[src/rtl/aes_spi_ctrl_if.sv]
// Pin-side SPI signals plus the parallel start/done interface of the AES core.
interface aes_spi_ctrl_if #(
  parameter int NK = 4
);
  logic              cs_n;
  logic              sdi;
  logic              sdo;
  logic              aes_start;
  logic [127:0]      aes_pt;
  logic [32*NK-1:0]  aes_key;
  logic              aes_done;
  logic [127:0]      aes_ct;
  logic              busy;
  logic              abort;
  logic              timeout;

  modport slave (
    input  cs_n, sdi, aes_done, aes_ct,
    output sdo, aes_start, aes_pt, aes_key, busy, abort, timeout
  );

  modport master (
    output cs_n, sdi, aes_done, aes_ct,
    input  sdo, aes_start, aes_pt, aes_key, busy, abort, timeout
  );
endinterface

[src/rtl/aes_spi_ctrl.sv]
// SPI front-end for the AES core: shifts in plaintext+key, pulses start, waits for done, shifts ct out.
// aes_start follows the last key bit by one cycle; ct MSB is on sdo the cycle after aes_done; cs_n high aborts.
module aes_spi_ctrl #(
  parameter int NK        = 4,
  parameter int TO_CYCLES = 1024
) (
  input logic           clk,
  input logic           rst,
  aes_spi_ctrl_if.slave bus
);
  localparam int KW      = 32 * NK;
  localparam int RX_BITS = 128 + KW;
  localparam int RW      = RX_BITS - 1;
  localparam int WW      = $clog2(TO_CYCLES + 2);

  typedef enum logic [2:0] {IDLE, RX, START, WAIT, TX, DONE} state_t;

  state_t            state, state_nxt;
  logic [8:0]        cnt, cnt_nxt;
  logic [RW-1:0]     rx_shift, rx_nxt;
  logic [RX_BITS-1:0] rx_full;
  logic [127:0]      tx_shift, tx_nxt;
  logic [WW-1:0]     wcnt, wcnt_nxt;
  logic [127:0]      pt_q, pt_nxt;
  logic [KW-1:0]     key_q, key_nxt;
  logic              abort_q, abort_nxt;
  logic              to_q, to_nxt;

  // The final bit never lands in the shift register; it joins the frame on the load edge.
  assign rx_full = {rx_shift, bus.sdi};

  always_ff @(posedge clk or posedge rst) begin
    if (rst) begin
      state    <= IDLE;
      cnt      <= '0;
      rx_shift <= '0;
      tx_shift <= '0;
      wcnt     <= '0;
      pt_q     <= '0;
      key_q    <= '0;
      abort_q  <= 1'b0;
      to_q     <= 1'b0;
    end else begin
      state    <= state_nxt;
      cnt      <= cnt_nxt;
      rx_shift <= rx_nxt;
      tx_shift <= tx_nxt;
      wcnt     <= wcnt_nxt;
      pt_q     <= pt_nxt;
      key_q    <= key_nxt;
      abort_q  <= abort_nxt;
      to_q     <= to_nxt;
    end
  end

  always_comb begin
    state_nxt = state;
    cnt_nxt   = cnt;
    rx_nxt    = rx_shift;
    tx_nxt    = tx_shift;
    wcnt_nxt  = wcnt;
    pt_nxt    = pt_q;
    key_nxt   = key_q;
    abort_nxt = 1'b0;
    to_nxt    = 1'b0;
    case (state)
      IDLE: begin
        if (!bus.cs_n) begin
          rx_nxt    = {{(RW-1){1'b0}}, bus.sdi};
          cnt_nxt   = 9'd1;
          state_nxt = RX;
        end
      end
      RX: begin
        if (bus.cs_n) begin
          abort_nxt = 1'b1;
          state_nxt = IDLE;
        end else begin
          rx_nxt  = {rx_shift[RW-2:0], bus.sdi};
          cnt_nxt = cnt + 9'd1;
          if (cnt == 9'(RX_BITS - 1)) begin
            pt_nxt    = rx_full[RX_BITS-1 -: 128];
            key_nxt   = rx_full[KW-1:0];
            state_nxt = START;
          end
        end
      end
      START: begin
        // cs_n is not checked here; a late abort is taken from WAIT.
        wcnt_nxt  = '0;
        state_nxt = WAIT;
      end
      WAIT: begin
        if (bus.cs_n) begin
          abort_nxt = 1'b1;
          state_nxt = IDLE;
        end else if (bus.aes_done) begin
          tx_nxt    = bus.aes_ct;
          cnt_nxt   = '0;
          state_nxt = TX;
        end else begin
          wcnt_nxt = wcnt + WW'(1);
          if (TO_CYCLES != 0 && wcnt == WW'(TO_CYCLES - 1)) begin
            to_nxt    = 1'b1;
            state_nxt = DONE;
          end
        end
      end
      TX: begin
        if (bus.cs_n) begin
          abort_nxt = 1'b1;
          state_nxt = IDLE;
        end else begin
          tx_nxt  = {tx_shift[126:0], 1'b0};
          cnt_nxt = cnt + 9'd1;
          if (cnt == 9'd127) begin
            state_nxt = DONE;
          end
        end
      end
      DONE: begin
        if (bus.cs_n) begin
          state_nxt = IDLE;
        end
      end
      default: state_nxt = IDLE;
    endcase
  end

  assign bus.sdo       = (state == TX) ? tx_shift[127] : 1'b0;
  assign bus.aes_start = (state == START);
  assign bus.aes_pt    = pt_q;
  assign bus.aes_key   = key_q;
  assign bus.busy      = (state != IDLE);
  assign bus.abort     = abort_q;
  assign bus.timeout   = to_q;
endmodule
[src/flat_wrapper.sv]
// flat-port wrapper written by rule: the top's interface ports become plain ports
module aes_spi_ctrl_flat 
#(
  parameter int NK        = 4,
  parameter int TO_CYCLES = 1024
)
  (clk, rst, bus_cs_n, bus_sdi, bus_aes_done, bus_aes_ct, bus_sdo, bus_aes_start, bus_aes_pt, bus_aes_key, bus_busy, bus_abort, bus_timeout);
  aes_spi_ctrl_if #(.NK(NK)) bus_i ();
  input logic clk;
  input logic rst;
  input wire logic [$bits(bus_i.cs_n)-1:0] bus_cs_n;
  input wire logic [$bits(bus_i.sdi)-1:0] bus_sdi;
  input wire logic [$bits(bus_i.aes_done)-1:0] bus_aes_done;
  input wire logic [$bits(bus_i.aes_ct)-1:0] bus_aes_ct;
  output wire logic [$bits(bus_i.sdo)-1:0] bus_sdo;
  output wire logic [$bits(bus_i.aes_start)-1:0] bus_aes_start;
  output wire logic [$bits(bus_i.aes_pt)-1:0] bus_aes_pt;
  output wire logic [$bits(bus_i.aes_key)-1:0] bus_aes_key;
  output wire logic [$bits(bus_i.busy)-1:0] bus_busy;
  output wire logic [$bits(bus_i.abort)-1:0] bus_abort;
  output wire logic [$bits(bus_i.timeout)-1:0] bus_timeout;
  assign bus_i.cs_n = bus_cs_n;
  assign bus_i.sdi = bus_sdi;
  assign bus_i.aes_done = bus_aes_done;
  assign bus_i.aes_ct = bus_aes_ct;
  assign bus_sdo = bus_i.sdo;
  assign bus_aes_start = bus_i.aes_start;
  assign bus_aes_pt = bus_i.aes_pt;
  assign bus_aes_key = bus_i.aes_key;
  assign bus_busy = bus_i.busy;
  assign bus_abort = bus_i.abort;
  assign bus_timeout = bus_i.timeout;
  aes_spi_ctrl #(.NK(NK), .TO_CYCLES(TO_CYCLES)) u_core (.clk(clk), .rst(rst), .bus(bus_i));
endmodule
[config.mk]
export PLATFORM = sky130hd
export DESIGN_NAME = aes_spi_ctrl_flat
export DESIGN_NICKNAME = d
export VERILOG_FILES = /design/src/rtl/aes_spi_ctrl_if.sv /design/src/rtl/aes_spi_ctrl.sv /design/src/flat_wrapper.sv
export SDC_FILE = /design/constraint.sdc
export NUM_CORES = 1
export LEC_CHECK = 0
export ABC_CLOCK_PERIOD_IN_PS = 22700
export BUFFER_PORTS_ARGS = -buffer_cell sky130_fd_sc_hd__buf_2
export CORE_MARGIN = 2
export CORE_UTILIZATION = 56
export DETAILED_ROUTE_END_ITERATION = 10
export GPL_ROUTABILITY_DRIVEN = 0
export PLACE_DENSITY = 0.86
export SETUP_SLACK_MARGIN = 0.2
export SLEW_MARGIN = 20
export SYNTH_ARGS = -nofsm -noshare
export SYNTH_HDL_FRONTEND = slang
export SYNTH_SLANG_ARGS = --single-unit
export TNS_END_PERCENT = 1
[constraint.sdc]
create_clock -name clk -period 22.7 [get_ports clk]
set_input_delay 1.135 -clock clk [delete_from_list [all_inputs] [get_ports clk]]
set_output_delay 1.135 -clock clk [all_outputs]
set_load 0.02 [all_outputs]
# Word-level counts from Yosys, hierarchy flattened
# Index checks and enable logic that the tools add are counted.
# op_classes
add_sub_neg	2
eq_ne	19
n_mux	32
n_bitwise	1
reduce_logical	14
# ops
op	n
$mux W255	2
$pmux W255 S2	1
$mux W128	3
$pmux W128 S2	1
$mux W9	4
$mux W3	9
$pmux W9 S3	1
$mux W11	2
$pmux W11 S2	1
$pmux W3 S6	1
$ne A2 B2 Y1 const B	8
$add A11 B1 Y11 const B	1
$eq A11 B10 Y1 const B	1
$reduce_and A5 Y1	2
$add A9 B1 Y9 const B	1
$eq A9 B7 Y1 const B	1
$eq A9 B8 Y1 const B	1
$reduce_and A3 Y1	3
$mux W1	7
$eq A3 B2 Y1 const B	2
$eq A3 B3 Y1 const B	2
$ne A3 B2 Y1 const B	2
$reduce_bool A2 Y1	3
$reduce_bool A3 Y1	2
7 further kinds	7
# word_totals
ff_bits	664
input_bits	133
output_inout_bits	261
elab_cells	77

# Logic depth before layout (Yosys ltp)
# logic_depth
ltp_word	5
mapped_depth	10
ltp_nobuf	10

# Worst setup path after synthesis
# OpenSTA, ideal clock, no wires.
# synth_timing
path_type	register to output
startpoint	register u_core.state[1]
endpoint	output bus_sdo
arrival_time_ns	1.553
required_ns	21.565
setup_slack_ns	20.012
path_stages_with_launch	6
n_path_buf	3
path_cell_list	dfrtp_1 -> buf_2 -> nor2_1 -> clkbuf_1 -> clkbuf_1 -> and2_1
# synth_via
elab_chain_len	2
# synth_lines
element	line_no	source
from (decl)	aes_spi_ctrl.sv:18	state_t state, state_nxt;
from (signal assigned)	aes_spi_ctrl.sv:44	state <= state_nxt;
$eq A3 B3 Y1	aes_spi_ctrl.sv:130	assign bus.sdo = (state == TX) ? tx_shift[127] : 1'b0;
$mux W1	aes_spi_ctrl.sv:130	
to (decl)	flat_wrapper.sv:15	output wire logic [$bits(bus_i.sdo)-1:0] bus_sdo;
# Every way passes these cells.

# Final worst setup path
# layout_timing
startpoint	register u_core.cnt[0]
endpoint	register u_core.key_q[11], in the netlist u_core.bus.aes_key[11]
# layout_via
elab_chain_len	2
# layout_lines
element	line_no	source
from (decl)	aes_spi_ctrl.sv:19	logic [8:0] cnt, cnt_nxt;
from (signal assigned)	aes_spi_ctrl.sv:45	cnt <= cnt_nxt;
$eq A9 B8 Y1	aes_spi_ctrl.sv:81	if (cnt == 9'(RX_BITS - 1)) begin
$reduce_and A3 Y1 (no source line)	--	
to (signal assigned)	aes_spi_ctrl.sv:50	key_q <= key_nxt;
to (decl)	aes_spi_ctrl.sv:25	logic [KW-1:0] key_q, key_nxt;
# Every way passes these cells.
# A chain may end at the register's enable or synchronous reset.

==> flow_summary.json <==
{
  "path_class": "reg2reg",
  "postSynthAreaPerCell_um2": 13.0,
  "finalCriticalPeriod_ns": 3.93,
  "synth-seq-cells": 664,
  "firstDrtPassIters": 5,
  "clk_pin_slew_ns": 0.06,
  "synthFlopType": "dfrtp_1",
  "synthTopCellsByCount": "dfrtp_1, nand2_1, a22o_1",
  "finalHoldViolCount": 0,
  "setup_viol": 0,
  "syn_inst": 1959,
  "yosysTopAreaCell": "dfrtp_1",
  "fillers": 3133,
  "grt_pass1_wl_um": 95000,
  "cts_max_path_buffers": 3,
  "ys_types": 44,
  "crit_path_max_fanout": 86,
  "ctsHoldBuffers": 0,
  "wire_per_inst_um": 19.9,
  "seq_area_frac_synth_pct": 65.5,
  "die_y_um": 217,
  "routed_wl_um": 58900,
  "grt_max_degree": 121,
  "io_pins": 394,
  "post-route-period-util_pct": 17.3,
  "multiInputGateArea_mm2": 0.00812,
  "max_cap_violations": 0,
  "powerDensity_mw_per_mm2": 96.1,
  "die-area_mm2": 0.0470,
  "cts_setup_buffers": 0,
  "synth_top_area_share_pct": 65.5,
  "synth_most_common_cell": "dfrtp_1",
  "dp_hpwl_um": 36700,
  "clock-sinks": 664,
  "fin_area_mm2": 0.0299,
  "grt_pass1_vias": 17500,
  "placed_cells": 2826,
  "row_count": 78,
  "cts_tree": "yes",
  "grtUsageTotal_pct": 25.2,
  "fmax_mhz": 255,
  "drive_above_1_share_pct": 32.8,
  "hp-class": "reg2reg",
  "total_power_w": 0.00288,
  "nNetsFinal": 2432,
  "initial_utilization_pct": 56.3,
  "rsz0062_at_grt": "no",
  "totalNegativeSetupSlack_ns": 0,
  "drt_iter0_markers": 1483,
  "cp.required_ns": 23.17,
  "postPlaceCellArea_mm2": 0.0276,
  "core-area_mm2": 0.0451,
  "vias": 17300,
  "yosys_warnings": 0,
  "cts.repair.resized": 0,
  "finClkSkew_ns": 0.0219,
  "maxSlewHeadroom_pct": 35.2,
  "via_per_inst": 5.87,
  "syn_area_mm2": 0.0254,
  "portBuffers": 393,
  "holdWs_ns": 0.499,
  "regArea_mm2": 0.0166,
  "clock_latency_ns": 0.60,
  "antenna_found_initial": 15,
  "ir_worst_vdd_mv": 0.0749,
  "leakage_nw": 15.7,
  "area_growth_syn_to_layout_pct": 17.9,
  "synth-edff-count": 0,
  "htreeDepth": 3,
  "async_flop_share_pct": 100,
  "cts_root_buf": "clkbuf_16",
  "slew_viol_final": 0,
  "drc": 0,
  "cts_buffers": 66,
  "syn_nets": 2095,
  "ant_nets": 0,
  "start_kind": "register",
  "fin_cells": 2954,
  "outcome": "finished, final reports clean",
  "gr-total-overflow": 0,
  "crit_arrival_ns": 4.39,
  "synth_area_leaders": "dfrtp_1, mux2_2, a22o_1",
  "worst_pin_slew_ns": 0.972,
  "cp-end-kind": "register",
  "die_x_um": 217
}
-- path summary, 6_finish.rpt --
kind                                             from                      end  cells after the start  slack, ns
worst min register to register  u_core.bus.aes_key[3]    u_core.bus.aes_key[3]                      1       0.50
worst max register to register          u_core.cnt[0]   u_core.bus.aes_key[11]                      9      18.77
min in group asynchronous                         rst      u_core.tx_shift[82]                      2       0.71
worst max-delay path                    u_core.cnt[0]   u_core.bus.aes_key[11]                      9      18.77
worst min-delay path            u_core.bus.aes_key[3]    u_core.bus.aes_key[3]                      1       0.50
max in group asynchronous                         rst  u_core.bus.aes_key[110]                      5      19.20
-- state kept, by name (all words and copies together), names as in the netlist --
register	count
u_core.bus.abort	1
u_core.bus.aes_key	128
u_core.bus.aes_pt	128
u_core.bus.timeout	1
u_core.cnt	9
u_core.rx_shift	255
u_core.state	3
u_core.tx_shift	128
u_core.wcnt	11
-- worst max-delay path, cell delays in order (launching register included) --
cell and delay [ns]:
dfrtp_1 0.43, ha_1 0.26, nand2_1 0.12, nor2_1 0.07
and3_1 0.18, ha_1 0.22, nand2_4 0.69, buf_4 0.61
buf_6 0.67, mux2_2 0.42
-- per-stage QoR --
stage                     setup slack (ns)  utilization (%)
after floorplan                       2.96                -
after global placement               17.96             61.3
after detailed placement             17.85             61.3
after CTS                            18.49             66.2
after global routing                 18.56             66.4
final                                18.77             66.4
-- per-layer routing --
metal  GRT usage (%)  part of all wire, %  up-vias
met1            33.6                   41     8874
met3            6.36                  7.3      154
met2            39.4                   48      649
li1                -                    -     7654
met4            11.6                  3.8       10
met5               0                 0.10        -
-- area by class of cell --
cell class / count / share of cell area [%]
timing repair buffer: 416 / 7.32
multi-input combinational: 1142 / 27.1
inverter: 6 / 0.100
tap: 600 / 2.51
clock buffer: 103 / 6.94
antenna: 8 / 0.0669
sequential: 664 / 55.5
clock inverter: 15 / 0.393
-- layout by cell type (no fill, tap or decap), drive strengths merged, types with 2 or more instances in the layout --
cell type,count
nor3,8
o21ai,14
clkbuf,103
nand3,9
and3,4
a22o,254
buf,416
mux2,258
a21o,3
nand2b,3
xor2,7
nand2,271
and2,2
ha,3
nor3b,3
clkinv,12
a21oi,9
diode,8
nor4,2
or2,2
mux2i,2
xnor2,3
or3,4
dfrtp,664
nor2,141
nand4,3
inv,7
a31oi,127
-- kinds of logic after synthesis --
group                    synth area share [%]
AND/OR/NAND/NOR                          7.26
AO/OA/AOI/OAI                            12.6
XOR/XNOR                                0.345
flip-flops                               65.5
buffers and inverters                    2.64
multiplexers                             11.5
adder cells (fa/ha/maj)                 0.148
-- power by group --
| group | leakage [nW] | switching, W | internal, W | total [W] |
|---|---|---|---|---|
| Clock | 1.09 | 0.000450 | 0.000642 | 0.00109 |
| Combinational | 5.71 | 0.000267 | 0.000126 | 0.000392 |
| Sequential | 8.92 | 0.0000820 | 0.00131 | 0.00139 |
No activity file was read; power rests on OpenSTA's default activity.
